[config.mk]
export PLATFORM = sky130hd
export DESIGN_NAME = ps2_scan_decoder
export DESIGN_NICKNAME = d
export VERILOG_FILES = /design/src/rtl/ps2_pkg.sv /design/src/rtl/ps2_event_fifo.sv /design/src/rtl/ps2_scan_decoder.sv
export SDC_FILE = /design/constraint.sdc
export NUM_CORES = 1
export LEC_CHECK = 0
export ABC_AREA = 1
export ABC_CLOCK_PERIOD_IN_PS = 4000
export BUFFER_PORTS_ARGS = -buffer_cell sky130_fd_sc_hd__buf_4
export CAP_MARGIN = 20
export CORE_MARGIN = 2
export CORE_UTILIZATION = 65
export CTS_CLUSTER_SIZE = 25
export DETAILED_ROUTE_END_ITERATION = 7
export PLACE_DENSITY = 0.92
export SYNTH_ARGS = -nofsm -noshare
export SYNTH_HDL_FRONTEND = slang
export SYNTH_SLANG_ARGS = --single-unit
[constraint.sdc]
create_clock -name clk -period 4 [get_ports clk]
set_input_delay 0.2 -clock clk [delete_from_list [all_inputs] [get_ports clk]]
set_output_delay 0.2 -clock clk [all_outputs]
set_load 0.02 [all_outputs]
[src/rtl/ps2_pkg.sv]
// Shared types and constants for the PS/2 Set-2 scan-code decoder.
// Holds the parser state enum, prefix/shift codes and the key-event bundle.
package ps2_pkg;

    typedef enum logic [2:0] {
        ST_IDLE,
        ST_EXT,
        ST_BRK,
        ST_EXT_BRK,
        ST_PAUSE
    } ps2_dec_state_t;

    localparam logic [7:0] PS2_PFX_EXT   = 8'hE0;
    localparam logic [7:0] PS2_PFX_BRK   = 8'hF0;
    localparam logic [7:0] PS2_PFX_PAUSE = 8'hE1;
    localparam logic [7:0] PS2_LSHIFT    = 8'h12;
    localparam logic [7:0] PS2_RSHIFT    = 8'h59;

    typedef struct packed {
        logic [7:0] code;
        logic       ext;
        logic       brk;
    } ps2_key_ev_t;

    // Keyboard response bytes (error, BAT, ack, resend...) never form a key.
    function automatic logic ps2_is_resp(input logic [7:0] b);
        logic r;
        case (b)
            8'h00, 8'hAA, 8'hFA,
            8'hFC, 8'hFE, 8'hFF: r = 1'b1;
            default:             r = 1'b0;
        endcase
        return r;
    endfunction

endpackage

[src/rtl/ps2_event_fifo.sv]
// First-word-fall-through FIFO of decoded key events with sticky overflow.
// Ports: push/din write, pop/dout read head, full/empty flags, overflow.
module ps2_event_fifo
    import ps2_pkg::*;
#(
    parameter int DEPTH = 4
) (
    input  logic        clk,
    input  logic        rst_n,
    input  logic        push,
    input  ps2_key_ev_t din,
    input  logic        pop,
    output ps2_key_ev_t dout,
    output logic        full,
    output logic        empty,
    output logic        overflow
);

    localparam int AW = $clog2(DEPTH);

    ps2_key_ev_t     mem [DEPTH];
    logic [AW-1:0]   wr_ptr;
    logic [AW-1:0]   rd_ptr;
    logic [AW:0]     count;
    logic            do_pop;
    logic            do_push;

    assign empty   = (count == '0);
    assign full    = (count == (AW+1)'(DEPTH));
    assign do_pop  = pop && !empty;
    // A simultaneous pop frees the slot, so a full FIFO still accepts.
    assign do_push = push && (!full || do_pop);

    // Empty head reads as zero so the outputs are clean after reset.
    assign dout = empty ? '0 : mem[rd_ptr];

    always_ff @(posedge clk) begin
        if (do_push) begin
            mem[wr_ptr] <= din;
        end
    end

    always_ff @(posedge clk or negedge rst_n) begin
        if (!rst_n) begin
            wr_ptr   <= '0;
            rd_ptr   <= '0;
            count    <= '0;
            overflow <= 1'b0;
        end else begin
            if (do_push) begin
                wr_ptr <= wr_ptr + 1'b1;
            end
            if (do_pop) begin
                rd_ptr <= rd_ptr + 1'b1;
            end
            case ({do_push, do_pop})
                2'b10:   count <= count + 1'b1;
                2'b01:   count <= count - 1'b1;
                default: count <= count;
            endcase
            if (push && !do_push) begin
                overflow <= 1'b1;
            end
        end
    end

endmodule

[src/rtl/ps2_scan_decoder.sv]
// PS/2 Set-2 scan-code parser: strips E0/F0/E1 prefixes into key events.
// Ports: code/code_tick in, rd_en pop, ev_* head event, overflow, shift_held.
module ps2_scan_decoder
    import ps2_pkg::*;
#(
    parameter int FIFO_DEPTH     = 4,
    parameter int TIMEOUT_CYCLES = 2000000
) (
    input  logic       clk,
    input  logic       rst,
    input  logic [7:0] code,
    input  logic       code_tick,
    input  logic       rd_en,
    output logic [7:0] ev_code,
    output logic       ev_ext,
    output logic       ev_break,
    output logic       ev_valid,
    output logic       overflow,
    output logic       shift_held
);

    localparam int TW = $clog2(TIMEOUT_CYCLES);

    ps2_dec_state_t state, state_n;
    logic [2:0]     pause_cnt, pause_n;
    logic [TW-1:0]  tmo_cnt, tmo_n;
    logic           lshift, lshift_n;
    logic           rshift, rshift_n;
    logic           push;
    ps2_key_ev_t    ev_in;
    ps2_key_ev_t    head;
    logic           fifo_full;
    logic           fifo_empty;

    always_comb begin
        state_n = state;
        pause_n = pause_cnt;
        tmo_n   = tmo_cnt;
        push    = 1'b0;
        ev_in   = '0;
        if (code_tick) begin
            tmo_n = '0;
            case (state)
                ST_IDLE: begin
                    if (code == PS2_PFX_EXT) begin
                        state_n = ST_EXT;
                    end else if (code == PS2_PFX_BRK) begin
                        state_n = ST_BRK;
                    end else if (code == PS2_PFX_PAUSE) begin
                        state_n = ST_PAUSE;
                        pause_n = 3'd7;
                    end else if (!ps2_is_resp(code)) begin
                        push  = 1'b1;
                        ev_in = '{code, 1'b0, 1'b0};
                    end
                end
                ST_EXT: begin
                    if (code == PS2_PFX_BRK) begin
                        state_n = ST_EXT_BRK;
                    end else if (code != PS2_PFX_EXT) begin
                        push    = 1'b1;
                        ev_in   = '{code, 1'b1, 1'b0};
                        state_n = ST_IDLE;
                    end
                end
                ST_BRK: begin
                    push    = 1'b1;
                    ev_in   = '{code, 1'b0, 1'b1};
                    state_n = ST_IDLE;
                end
                ST_EXT_BRK: begin
                    push    = 1'b1;
                    ev_in   = '{code, 1'b1, 1'b1};
                    state_n = ST_IDLE;
                end
                ST_PAUSE: begin
                    // Payload bytes are counted, never decoded.
                    pause_n = pause_cnt - 3'd1;
                    if (pause_cnt == 3'd1) begin
                        push    = 1'b1;
                        ev_in   = '{PS2_PFX_PAUSE, 1'b0, 1'b0};
                        state_n = ST_IDLE;
                    end
                end
                default: state_n = ST_IDLE;
            endcase
        end else if (state != ST_IDLE) begin
            if (tmo_cnt == TW'(TIMEOUT_CYCLES - 1)) begin
                state_n = ST_IDLE;
                tmo_n   = '0;
            end else begin
                tmo_n = tmo_cnt + 1'b1;
            end
        end else begin
            tmo_n = '0;
        end
    end

    // Shift state follows the parsed event, even if the FIFO drops it.
    always_comb begin
        lshift_n = lshift;
        rshift_n = rshift;
        if (push && !ev_in.ext) begin
            if (ev_in.code == PS2_LSHIFT) begin
                lshift_n = !ev_in.brk;
            end
            if (ev_in.code == PS2_RSHIFT) begin
                rshift_n = !ev_in.brk;
            end
        end
    end

    always_ff @(posedge clk or negedge rst) begin
        if (!rst) begin
            state     <= ST_IDLE;
            pause_cnt <= '0;
            tmo_cnt   <= '0;
            lshift    <= 1'b0;
            rshift    <= 1'b0;
        end else begin
            state     <= state_n;
            pause_cnt <= pause_n;
            tmo_cnt   <= tmo_n;
            lshift    <= lshift_n;
            rshift    <= rshift_n;
        end
    end

    ps2_event_fifo #(
        .DEPTH (FIFO_DEPTH)
    ) u_fifo (
        .clk      (clk),
        .rst_n    (rst),
        .push     (push),
        .din      (ev_in),
        .pop      (rd_en),
        .dout     (head),
        .full     (fifo_full),
        .empty    (fifo_empty),
        .overflow (overflow)
    );

    assign ev_code    = head.code;
    assign ev_ext     = head.ext;
    assign ev_break   = head.brk;
    assign ev_valid   = !fifo_empty;
    assign shift_held = lshift || rshift;

    logic unused_full;
    assign unused_full = fifo_full;

endmodule
==> reports/qor.csv, run 1 <==
metric;value;unit
total iterations of the first detailed-routing run;5;
most frequent cells in the layout;nor2_1, nand2_1, inv_1;
post-CTS setup buffers;0;
diode count;0;
final number of setup-violating endpoints;0;
wire length per cell;16.0;um
met3 WL post-DR;506;um
area used by multi-input combinational logic;1680;sq um
CTS sink count;77;
post-DP HPWL;5900;um
Area contributors post-synth;edfxtp_1, dfrtp_1, nor2_1;
Synth area leader;edfxtp_1;
via count of the first global-routing pass;3233;
Placed Instances;540;
Port Buf Inserts;24;
RSZ-0062 raised after global routing;no;
final hold vios;0;
Worst EP required;3.97;ns
Num CTS Buffers;9;
die footprint;6910;sq um
max-cap violations;0;
commonest non-fill, non-tap cell in the layout;nor2_1;
post-cts gate resize count;0;
Post-Syn Nets;472;
Peak VDD IR;557;uV
largest net degree at the start of global routing;38;
grt ovf;0;
wire length on met2;4750;um
nets;498;
Worst setup EP type;flop;
Worst Max-Slew Pin Slew;0.990;ns
vias;3209;
CP max FO;10;
Synth top area share;29.5;%
worst hold path type;in -> reg;
total length of routed wires;8910;um
crit path DAT;2.53;ns
Core Area;5990;sq um
Max Clock Freq;0.391;GHz
post-synthesis sequential area ratio;52.3;%
period utilization;63.9;%
Die Y;83.1;um
final antenna-violating net count;0;
GRT Total Usage;27.9;%
Final Critical Period;2.56;ns
area delta synth->final;12.4;%
Seq. cell area;2130;sq um
Avg Cell Area, Syn;9.02;sq um
Starting Density;67.9;%
worst skew pair latency;0.35;ns
TNS Setup;0;ns
Max Clock Skew;0.0137;ns
antenna violations before repair;0;
Tot Pwr;2960;uW
Syn. warnings;0;
# rows;28;
Starting DRT DRC Count;217;
WS Path Type;reg -> reg;
filler cell count;380;
Gate Count Post-Synth;451;
Die W;83.1;um
first-pass GRT wire length;15200;um
static leakage;0.00200;uW
Rel. slew slack;33.8;%
crit start category;flop;
CTS tree;yes;
H-tree Lvls;3;
IO Count;25;
status;completed;
DRC errors left;0;
Distinct cells, synth;37;
Max Slew Vio Count;0;
Finished Layout Cells;557;
#FFs+latches synth;77;
Pwr per Cell Area;648;nW/um^2
share of layout cells above drive strength 1;19.5;%
clock slew at reported path FFs;0.08;ns
Synth Cell Area;4070;sq um
Worst Reg2Reg Path Length in Cells;7;
Hold Crit Depth;2;
reg-to-reg slack, setup;1.44;ns
CTS Buffer Depth;2;
Top Metal Used;met4;
GP Congestion;0.881;
Vias/cell;5.76;
clk root buf;clkbuf_8;
M1 WL;3450;um
-- cell families after synthesis --
kind of cell / synth area share (%)
AND/OR/NAND/NOR: 26.9
adder cells (fa/ha/maj): 2.95
XOR/XNOR: 2.58
buffers and inverters: 6.46
flip-flops: 52.3
AO/OA/AOI/OAI: 8.86
-- critical path: stages (launching register included) --
cell and delay (ns):
dfrtp_1 0.50, inv_2 0.10, nand2_1 0.11, nor2_4 0.25, nand3_4 0.13, nand2_4 0.12, nand3_2 0.17, nor2_1 0.80
-- cell type report --
| type | count | share of cell area, % |
|---|---|---|
| clock buffer | 9 | 2.71 |
| clock inverter | 7 | 3.01 |
| multi-input combinational | 305 | 36.7 |
| timing repair buffer | 25 | 4.16 |
| inverter | 59 | 4.84 |
| tap | 75 | 2.05 |
| sequential | 77 | 46.5 |
-- routing by layer --
metal | global-route usage [%] | vias up
met5 | 0 | -
met4 | 10.4 | 0
met3 | 4.37 | 35
met2 | 49.1 | 147
met1 | 34.8 | 1510
li1 | - | 1517
-- timing repair --
action,CTS,global route
endpoints found under the setup margin,0,0
hold endpoints to repair,37,0
hold buffers,1,0
-- power breakdown --
| part | switching [uW] | internal (uW) |
|---|---|---|
| clock network | 294 | 476 |
| registers | 125 | 1000 |
| logic | 693 | 373 |
-- registers in the layout (all words and copies together) (netlist names) --
signal and flops:
u_fifo.rd_ptr 2, pause_cnt 3, state 3, u_fifo.count 3
u_fifo.mem 40, lshift 1, u_fifo.overflow 1, u_fifo.wr_ptr 2
tmo_cnt 21, rshift 1
-- cells in the mapped netlist (all sizes together) --
cell type	number
fa	1
nor4	3
a21oi	25
nand4	8
o21bai	1
o2111ai	1
dfrtp	37
edfxtp	40
a31oi	2
o31ai	1
nand3	17
o21ai	36
and3	1
nand2	80
inv	59
or2	1
buf	4
nor2	96
nor3	9
clkbuf	6
xor2	10
a211oi	1
nor3b	2
xnor2	2
ha	8
-- stage by stage --
| step | cell area [sq um] | worst slack (ns) | hold WS (ns) | util, % |
|---|---|---|---|---|
| finish | 4570 | 1.44 | 0.162 | 76.3 |
| global route | 4570 | 1.32 | 0.157 | 76.3 |
| CTS | 4570 | 1.44 | 0.144 | 76.3 |
| detailed placement | 4300 | 1.50 | 0.180 | 71.8 |
| global placement | 4300 | 1.62 | 0.179 | 71.8 |
| floorplan | 4070 | 1.90 | -0.0956 | - |
-- worst paths after layout --
path	end	start
min	tmo_cnt[6]$_DFF_PN0_	code_tick
max	u_fifo.mem[1][1]$_DFFE_PP_	state[2]$_DFFE_PN0P_
max reg2reg	u_fifo.mem[1][1]$_DFFE_PP_	state[2]$_DFFE_PN0P_
min reg2reg	tmo_cnt[0]$_DFF_PN0_	tmo_cnt[0]$_DFF_PN0_
min in group asynchronous	tmo_cnt[11]$_DFF_PN0_	rst
max in group asynchronous	u_fifo.count[1]$_DFFE_PN0P_	rst
Note: power is estimated with default switching activity, not from simulation.
==> run 2, diff against run 1 <==
- ABC_CLOCK_PERIOD_IN_PS: 4000 -> 2500
- CORE_UTILIZATION: 65 -> 61
- PLACE_DENSITY: 0.92 -> 0.88
- clock period: 4 -> 2.5 ns (I/O delays scaled with it)
==> run 2 against run 1 <==
Compared with the run above:
- final cell count grew 1.4%
- critical endpoint is now u_fifo.count[1]$_DFFE_PN0P_
- core utilization shrank 4.9 points
- sequential share of layout area grew 0.11 points
- via count shrank 1.7%
- fmax grew 9.3%
- total power grew 51%
- non-clock buffer count grew 6
- die area grew 6.2%
- highest routed layer unchanged
- first-iteration DRC count shrank 6.0%
- clock power grew 24%
- clock skew grew 0.0012 ns
- critical path type unchanged
- worst setup slack lost 1.3 ns
==> reports/qor.csv, run 2 (synthesized netlist as in run 1, its figures left out) <==
metric;value;unit
status;completed;
Worst EP required;2.78;ns
diode count;0;
Starting DRT DRC Count;204;
share of layout cells above drive strength 1;20.7;%
max reg flops;40;
internal power;2700;uW
antenna violations before repair;0;
Worst Max-Slew Pin Slew;0.587;ns
commonest non-fill, non-tap cell in the layout;nor2_1;
Worst Reg2Reg Path Length in Cells;10;
GRT Total Usage;24.1;%
filler cell count;464;
CTS Buffer Depth;2;
max incr delay on CP;0.46;ns
post-CTS setup buffers;0;
total iterations of the first detailed-routing run;5;
# rows;29;
Logic pwr share;39.7;%
CP Cell Sequence;nor2_2 > nand2_1 > nor2_4 > nor2_4 > nand2_4 > nand3_2 > ha_1 > inv_1 > fa_1 > o21ai_0;
Final Critical Period;2.34;ns
final hold vios;0;
Rel. slew slack;60.6;%
area delta synth->final;12.1;%
via count of the first global-routing pass;3031;
crit start category;flop;
Max Slew Vio Count;0;
Worst setup EP type;flop;
Sw Share;39.7;%
Top reg by flops;u_fifo.mem;
fraction of power consumed by sequential logic;38.9;%
biggest regs;u_fifo.mem: 40 flops, tmo_cnt: 21 flops;
CTS sink count;77;
worst skew pair latency;0.36;ns
wire length per cell;14.8;um
fin util;71.4;%
CP max FO;8;
max-cap violations;0;
die footprint;7340;sq um
most frequent cells in the layout;nor2_1, nand2_1, inv_1;
IO Count;25;
final antenna-violating net count;0;
Die W;85.7;um
Pwr per Cell Area;982;nW/um^2
placed cell area;4350;sq um
worst hold path type;in -> reg;
grt ovf;0;
nets;504;
post-DP HPWL;5580;um
CTS tree;yes;
Vias/cell;5.58;
H-tree Lvls;3;
period utilization;93.6;%
Core Area;6390;sq um
Max Clock Skew;0.0149;ns
Max Clock Freq;0.427;GHz
Starting Density;63.7;%
reg-to-reg slack, setup;0.16;ns
Port Buf Inserts;24;
final number of setup-violating endpoints;0;
largest net degree at the start of global routing;38;
clock share of power;21.4;%
static leakage;0.00200;uW
Num CTS Buffers;9;
most used cell, CP;nor2_4;
DRC errors left;0;
TNS Setup;0;ns
clk root buf;clkbuf_8;
GP Congestion;0.884;
clock slew at reported path FFs;0.09;ns
final instance area;4560;sq um
vias;3154;
Slowest cell on crit path;dfrtp_1;
RSZ-0062 raised after global routing;no;
Placed Instances;548;
first-pass GRT wire length;13700;um
Finished Layout Cells;565;
Peak VDD IR;1040;uV
crit path DAT;2.62;ns
Psw;1780;uW
WS Path Type;reg -> reg;
Die Y;85.7;um
total length of routed wires;8350;um
Hold Crit Depth;2;
run 2: cell type report:
cell class | count | area (sq um) | area share, %
Multi-Input combinational cell | 305 | 1680 | 36.9
Tap cell | 77 | 96.3 | 2.11
Timing Repair Buffer | 31 | 235 | 5.16
Clock inverter | 7 | 73.8 | 1.62
Inverter | 59 | 221 | 4.85
Sequential cell | 77 | 2130 | 46.6
Clock buffer | 9 | 124 | 2.72
run 2: through the flow:
stage               power, uW  hold slack [ns]  worst slack, ns
CTS                      4490           0.0424            0.102
detailed placement       3530            0.111            0.153
global placement         3440            0.103            0.228
finish                   4480           0.0623            0.160
floorplan                2950           -0.171            0.403
global route             4720           0.0730           0.0207
run 2: worst max-delay path: cells and delay by family, from the launching register on:
kind	cells	cell delay [ns]
buffers and inverters	1	0.10
DFF	1	0.46
AOI/OAI and AO/OA	1	0.16
and+or+nand+nor	6	0.87
adders and majority gates	2	0.67
run 2: timing repair:
| item | in CTS | in global routing |
|---|---|---|
| hold endpoints to repair | 37 | 0 |
| endpoints found under the setup margin | 0 | 1 |
| hold buffers | 1 | 0 |
| gates resized for setup | 0 | 1 |
run 2: worst paths after layout:
check / end / startpoint
worst min-delay path: tmo_cnt[6]$_DFF_PN0_ / code_tick
min in group asynchronous: tmo_cnt[9]$_DFF_PN0_ / rst
max in group asynchronous: u_fifo.count[0]$_DFFE_PN0P_ / rst
worst min register to register: tmo_cnt[0]$_DFF_PN0_ / tmo_cnt[0]$_DFF_PN0_
worst max register to register: u_fifo.count[1]$_DFFE_PN0P_ / state[0]$_DFFE_PN0P_
worst max-delay path: u_fifo.count[1]$_DFFE_PN0P_ / state[0]$_DFFE_PN0P_
run 2: power groups by stage:
stage / logic [uW] / clock network, uW / registers [uW]
after global routing: 1950 / 1000 / 1760
after detailed placement: 1760 / 0 / 1770
after CTS: 1780 / 968 / 1740
final: 1780 / 957 / 1740
after floorplan: 1240 / 0 / 1710
after global placement: 1690 / 0 / 1750
run 2: layer usage:
layer  vias up  wire length, um  track usage (%)
li1       1535                -                -
met1      1502             3420             29.7
met2        95             4300             41.1
met3        22              381             3.85
met4         0              241             12.8
met5         -                0                0
